File: src/rtl/seg_pkg.sv
// Shared constants for the seven-segment scan driver.
//   - Segment patterns {g,f,e,d,c,b,a}, active-high.
//   - Mode codes carried in state_info[2:0].
//   - Bit positions of the BCD fields inside the packed time word.
package seg_pkg;

  localparam logic [6:0] SEG_0     = 7'h3F;
  localparam logic [6:0] SEG_1     = 7'h06;
  localparam logic [6:0] SEG_2     = 7'h5B;
  localparam logic [6:0] SEG_3     = 7'h4F;
  localparam logic [6:0] SEG_4     = 7'h66;
  localparam logic [6:0] SEG_5     = 7'h6D;
  localparam logic [6:0] SEG_6     = 7'h7D;
  localparam logic [6:0] SEG_7     = 7'h07;
  localparam logic [6:0] SEG_8     = 7'h7F;
  localparam logic [6:0] SEG_9     = 7'h6F;
  localparam logic [6:0] SEG_DASH  = 7'h40;
  localparam logic [6:0] SEG_BLANK = 7'h00;

  typedef enum logic [2:0] {
    MODE_IDLE   = 3'd0,
    MODE_SET    = 3'd1,
    MODE_ALARM  = 3'd2,
    MODE_TIMING = 3'd3,
    MODE_SELECT = 3'd4
  } mode_t;

  // LSB positions of the fields in time_data.
  localparam int SEC_L_LSB = 0;   // 4 bits
  localparam int SEC_H_LSB = 4;   // 3 bits
  localparam int MIN_L_LSB = 7;   // 4 bits
  localparam int MIN_H_LSB = 11;  // 3 bits
  localparam int HOU_L_LSB = 14;  // 4 bits
  localparam int HOU_H_LSB = 18;  // 2 bits

endpackage

File: src/rtl/bcd_to_seg.sv
// BCD digit to seven-segment pattern.
//   bcd : 4-bit value
//   seg : {g,f,e,d,c,b,a}; values above 9 show a dash
module bcd_to_seg
  import seg_pkg::*;
(
  input  logic [3:0] bcd,
  output logic [6:0] seg
);

  always_comb begin
    case (bcd)
      4'd0:    seg = SEG_0;
      4'd1:    seg = SEG_1;
      4'd2:    seg = SEG_2;
      4'd3:    seg = SEG_3;
      4'd4:    seg = SEG_4;
      4'd5:    seg = SEG_5;
      4'd6:    seg = SEG_6;
      4'd7:    seg = SEG_7;
      4'd8:    seg = SEG_8;
      4'd9:    seg = SEG_9;
      default: seg = SEG_DASH;
    endcase
  end

endmodule

File: src/rtl/seg_scan_driver.sv
// Time-multiplexed driver for two 4-digit common-cathode displays.
//   clk_sys, rst      : clock, asynchronous active-high reset
//   time_data [19:0]  : packed BCD hh:mm:ss, sampled once per scan frame
//   state_info [5:0]  : [2:0] mode, [5:3] detail, sampled once per frame
//   blink_en, blink_pos: blank one time digit during the off blink phase
//   led0/led1         : segments of group 0 (mm:ss) / group 1 (hh, detail, mode)
//   led_mux0/led_mux1 : one-hot digit enables, both groups share the index
//   dp0/dp1           : decimal points (minutes|seconds, hours|minutes)
module seg_scan_driver
  import seg_pkg::*;
#(
  parameter int CLK_HZ   = 100_000_000,
  parameter int SCAN_HZ  = 1000,
  parameter int BLINK_HZ = 2
) (
  input  logic        clk_sys,
  input  logic        rst,
  input  logic [19:0] time_data,
  input  logic [5:0]  state_info,
  input  logic        blink_en,
  input  logic [2:0]  blink_pos,
  output logic [6:0]  led0,
  output logic [6:0]  led1,
  output logic [3:0]  led_mux0,
  output logic [3:0]  led_mux1,
  output logic        dp0,
  output logic        dp1
);

  localparam int DIV  = CLK_HZ / SCAN_HZ;
  localparam int HALF = SCAN_HZ / (2 * BLINK_HZ);
  localparam int PW   = (DIV  > 1) ? $clog2(DIV)  : 1;
  localparam int BW   = (HALF > 1) ? $clog2(HALF) : 1;
  localparam logic [PW-1:0] PRESC_MAX = PW'(DIV - 1);
  localparam logic [BW-1:0] BLINK_MAX = BW'(HALF - 1);

  logic [PW-1:0] presc;
  logic [1:0]    idx;
  logic [BW-1:0] blink_cnt;
  logic          phase;
  logic [19:0]   shadow_time;
  logic [5:0]    shadow_status;
  logic          tick;

  assign tick = (presc == PRESC_MAX);

  // NOTE: state registers use non-blocking assignments so every flop samples
  // pre-edge values; blocking here would make results depend on block order.
  always_ff @(posedge clk_sys or posedge rst) begin
    if (rst) begin
      presc         <= '0;
      idx           <= '0;
      blink_cnt     <= '0;
      phase         <= 1'b1;
      shadow_time   <= '0;
      shadow_status <= '0;
    end else begin
      presc <= tick ? '0 : presc + 1'b1;
      if (tick) begin
        idx <= idx + 2'd1;
        // Frame boundary: latch inputs so a whole frame shows one snapshot.
        if (idx == 2'd3) begin
          shadow_time   <= time_data;
          shadow_status <= state_info;
        end
        if (blink_cnt == BLINK_MAX) begin
          blink_cnt <= '0;
          phase     <= ~phase;
        end else begin
          blink_cnt <= blink_cnt + 1'b1;
        end
      end
    end
  end

  // Digit selection for the current index.
  logic [3:0] g0_val, g1_val;
  logic       g1_status_blank;
  logic       g0_blink, g1_blink;
  logic       blink_off;
  logic [2:0] mode_code;

  assign mode_code = shadow_status[2:0];
  assign blink_off = blink_en && !phase;

  // NOTE: every signal gets a default before the case so no path leaves it
  // unassigned, which would otherwise infer a latch.
  always_comb begin
    g0_val          = '0;
    g1_val          = '0;
    g1_status_blank = 1'b0;
    g1_blink        = 1'b0;
    unique case (idx)
      2'd0: begin
        g0_val   = shadow_time[SEC_L_LSB +: 4];
        g1_val   = shadow_time[HOU_L_LSB +: 4];
        g1_blink = (blink_pos == 3'd4);
      end
      2'd1: begin
        g0_val   = {1'b0, shadow_time[SEC_H_LSB +: 3]};
        g1_val   = {2'b0, shadow_time[HOU_H_LSB +: 2]};
        g1_blink = (blink_pos == 3'd5);
      end
      2'd2: begin
        g0_val          = shadow_time[MIN_L_LSB +: 4];
        g1_val          = {1'b0, shadow_status[5:3]};
        g1_status_blank = (shadow_status == 6'd0);
      end
      default: begin
        g0_val          = {1'b0, shadow_time[MIN_H_LSB +: 3]};
        // Undefined mode codes are pushed into the decoder's dash range.
        g1_val          = (mode_code > MODE_SELECT) ? 4'hA : {1'b0, mode_code};
        g1_status_blank = (shadow_status == 6'd0);
      end
    endcase
  end

  assign g0_blink = (blink_pos == {1'b0, idx});

  logic [6:0] g0_seg, g1_seg;

  bcd_to_seg u_dec0 (.bcd(g0_val), .seg(g0_seg));
  bcd_to_seg u_dec1 (.bcd(g1_val), .seg(g1_seg));

  // Segments, mux and dp all register on the same edge, so the enable and
  // the pattern can never disagree for a cycle.
  always_ff @(posedge clk_sys or posedge rst) begin
    if (rst) begin
      led0     <= '0;
      led1     <= '0;
      led_mux0 <= '0;
      led_mux1 <= '0;
      dp0      <= 1'b0;
      dp1      <= 1'b0;
    end else begin
      led0     <= (blink_off && g0_blink) ? SEG_BLANK : g0_seg;
      led1     <= ((blink_off && g1_blink) || g1_status_blank) ? SEG_BLANK : g1_seg;
      led_mux0 <= 4'b0001 << idx;
      led_mux1 <= 4'b0001 << idx;
      dp0      <= (idx == 2'd2);
      dp1      <= (idx == 2'd0);
    end
  end

endmodule

File: config.mk
export PLATFORM = sky130hd
export DESIGN_NAME = seg_scan_driver
export DESIGN_NICKNAME = d
export VERILOG_FILES = /design/src/rtl/seg_pkg.sv /design/src/rtl/bcd_to_seg.sv /design/src/rtl/seg_scan_driver.sv
export SDC_FILE = /design/constraint.sdc
export NUM_CORES = 1
export LEC_CHECK = 0
export ABC_AREA = 1
export CAP_MARGIN = 30
export CORE_MARGIN = 8
export CORE_UTILIZATION = 44
export CTS_CLUSTER_SIZE = 20
export DETAILED_ROUTE_END_ITERATION = 8
export PLACE_DENSITY_LB_ADDON = 0.12
export SKIP_LAST_GASP = 1
export SYNTH_ARGS = -nofsm -noshare
export SYNTH_HDL_FRONTEND = slang
export SYNTH_SLANG_ARGS = --single-unit
export TNS_END_PERCENT = 5
File: constraint.sdc
create_clock -name clk_sys -period 3.8 [get_ports clk_sys]
set_input_delay 0.76 -clock clk_sys [delete_from_list [all_inputs] [get_ports clk_sys]]
set_output_delay 0.76 -clock clk_sys [all_outputs]
set_load 0.005 [all_outputs]
==> flow_summary.rst <==
.. list-table::
   :header-rows: 1

   * - Metric
     - Value
   * - Die outline area
     - 12400 sq um
   * - Effective utilization at floorplan
     - 44.3%
   * - Largest net degree at the start of global routing
     - 53
   * - Outcome
     - completed
   * - Antenna-violating nets left
     - 0
   * - CP max-delay cell
     - ha_1
   * - Req. time, crit path
     - 4.07 ns
   * - Area share of the leading cell type in the synthesized netlist
     - 44.2%
   * - Routed wire length
     - 8040 um
   * - Remaining global-route overflow
     - 0
   * - Proportion of synthesized flip-flops having asynchronous set or reset
     - 100%
   * - Average size of a mapped cell
     - 8.20 sq um
   * - Unrepaired setup endpoints after global routing
     - false
   * - Max-cap violation count
     - 0
   * - Kind of cell adding the most delay to the critical path
     - adder cells
   * - Sort of element at the end of the critical path
     - flip-flop
   * - Cell count after synthesis
     - 490
   * - Final setup violation count
     - 0
   * - Inserted Diodes
     - 0
   * - Router iterations before antenna repair
     - 4
   * - Number of design rule violations left after detail routing
     - 0
   * - Area growth, synth to finish
     - 19.8%
   * - Chip Width
     - 112 um
   * - Post-synth net total
     - 538
   * - Top library cells by usage in the layout, fill and taps aside
     - nand2_1 (117), inv_1 (71), dfrtp_1 (71), nor2_1 (63), clkdlybuf4s50_1 (55)
   * - Setup CP Type
     - flip-flop to flip-flop
   * - Transition at the pin with the smallest max-transition slack
     - 0.764 ns
   * - Peak supply drop
     - 0.145 mV
   * - Share of post-route cells with drive strength above 1
     - 14.2%
   * - Count of instances resized after the clock tree is built
     - 0
   * - Depth of the CTS H-tree
     - 3
   * - Worst path buffer plus inverter count
     - 2
   * - Worst Path Arrival
     - 2.59 ns
   * - Synthesis-stage register bit count
     - 72
   * - Number of distinct standard cells referenced by the synthesized netlist
     - 34
   * - Largest cells by area after synthesis
     - dfrtp_1 (44%), nand2_1 (11%), inv_1 (6.7%)
   * - Seq/Total Area, Yosys
     - 44.9%
   * - First-pass GRT wire length
     - 14100 um
   * - Area leader, netlist
     - dfrtp_1
   * - Period utilization
     - 60.9%
   * - Final TNS setup
     - 0 ns
   * - Warnings, synthesis
     - 0
   * - Power Density
     - 307 nW/um^2
   * - Top fanout value on the critical path
     - 11
   * - Number of buffers added by the clock tree synthesis step
     - 9
   * - Number of global-route vias before repair
     - 2991
   * - Clock tree from TritonCTS
     - done
   * - Hold Buf Count CTS
     - 0
   * - Detail Placement HPWL
     - 6040 um
   * - Max-slew violations
     - 0
   * - Io pins
     - 56
   * - Core area
     - 9060 sq um
   * - Sequence of cells on the critical path
     - ha_1, inv_2, o22ai_1, inv_1, ha_1, nor2_1, nor2_1, nor2_1
   * - Number of rows created at floorplan
     - 35
   * - Commonest non-fill, non-tap cell in the layout
     - nand2_1
   * - Synth Cell Area
     - 4020 sq um
   * - Overall global routing resource usage
     - 13.7%
   * - Overall power after layout
     - 1.48 mW
   * - Post-detailed-route wirelength per cell
     - 12.2 um
   * - Post-layout minimum cycle time
     - 2.31 ns
   * - Number of enable flip-flop cells after synthesis
     - 0
   * - Initial drt markers
     - 142
   * - Endpoints failing hold
     - 0
   * - Worst min path class
     - flip-flop to flip-flop
   * - Number of clock sinks
     - 72
   * - Avg Vias per Cell
     - 4.72
   * - Primary flip-flop cell chosen by synthesis mapping
     - dfrtp_1
   * - Buffers added on ports
     - 55
   * - Most frequent cell on the critical path
     - nor2_1
   * - Clk Tree Root Cell
     - clkbuf_8
   * - Deepest clock path buffer count
     - 2
   * - Clock latency on the worst-skew pair
     - 0.34 ns
   * - Static power due to leakage
     - 2.42 nW
   * - Height of the die
     - 112 um
   * - Post-CTS setup buffer count
     - 0
   * - Startpoint kind of the worst setup timing path
     - flip-flop
   * - Fin Clk Skew
     - 0.00976 ns
   * - Number of nets in the final layout
     - 591
   * - Slowest Stage Delay on Critical Path
     - 0.50 ns
   * - Vias after detailed routing
     - 3109
   * - Worst slew margin relative to its limit
     - 49.1%
   * - Clk pin slew, worst setup/hold paths
     - 0.08 ns
   * - Max frequency
     - 0.432 GHz
   * - Number of antenna violations at the first check in global routing
     - 0
   * - Final GP Congestion
     - 0.897
==> cells in the mapped netlist (2+ instances only) <==
master / number
a21oi_1: 6
buf_4: 7
buf_6: 7
dfrtp_1: 71
ha_1: 16
inv_1: 72
inv_2: 6
nand2_1: 117
nand2_2: 14
nand3_1: 22
nand3b_1: 3
nand4_1: 8
nor2_1: 63
nor2_2: 3
nor2_4: 3
nor3_1: 2
o21ai_0: 15
o21ai_2: 28
xnor2_1: 3
xor2_1: 10
==> cell type report <==
type,count,area (sq um)
Clock inverter,2,35.0
Multi-Input combinational cell,325,1790
Inverter,79,297
Tap cell,111,139
Clock buffer,14,183
Fill cell,866,4250
Sequential cell,72,1800
Timing Repair Buffer,56,571
==> worst paths after layout <==
path	startpoint	end	slack, ns	cells after the start
min in group asynchronous	rst	blink_cnt[4]	0.85	2
hold / removal	presc[0]	presc[0]	0.46	1
max in group asynchronous	rst	phase	2.23	3
hold reg to reg	presc[0]	presc[0]	0.46	1
setup reg to reg	idx[0]	led0[3]	1.49	8
setup / recovery	idx[0]	led0[3]	1.49	8
==> routing by layer <==
layer / GRT usage (%) / wire length, um / share of wire, %
met1: 19.1 / 4190 / 52
met5: 0 / 0 / 0
met4: 6.29 / 128 / 1.6
met3: 3.68 / 398 / 5.0
met2: 19.3 / 3330 / 41
==> power by group <==
group | switching (mW) | internal, mW | total, mW
sequential | 0.000173 | 0.766 | 0.767
combinational | 0.0292 | 0.0343 | 0.0635
clock | 0.272 | 0.375 | 0.646
total | 0.301 | 1.18 | 1.48
==> per-stage QoR <==
stage,setup slack (ns),utilization (%),cells,hold slack (ns),area [sq um]
2_1_floorplan,1.22,-,490,0.433,4020
3_3_place_gp,1.60,50.7,643,0.445,4590
3_5_place_dp,1.51,50.7,643,0.455,4590
4_1_cts,1.48,53.1,659,0.466,4810
5_1_grt,1.26,53.1,659,0.497,4810
6_report,1.49,53.1,659,0.462,4810
==> sequential cells by signal, summed over array words and instances (netlist names) <==
register,count
dp0,1
blink_cnt,8
led1,7
led0,7
idx,2
led_mux1,3
shadow_status,6
presc,17
phase,1
shadow_time,20
==> logic make-up (layout without fill, tap and decap cells) <==
family	Yosys count	count (layout)	share of synthesized area [%]
adder cells (fa/ha/maj)	16	16	4.98
XOR/XNOR	13	13	2.83
flip-flops	72	72	44.9
buffers and inverters	93	151	10.7
AND/OR/NAND/NOR	242	242	27.0
AO/OA/AOI/OAI	54	54	9.63
Power figures use the tool's default switching activity.
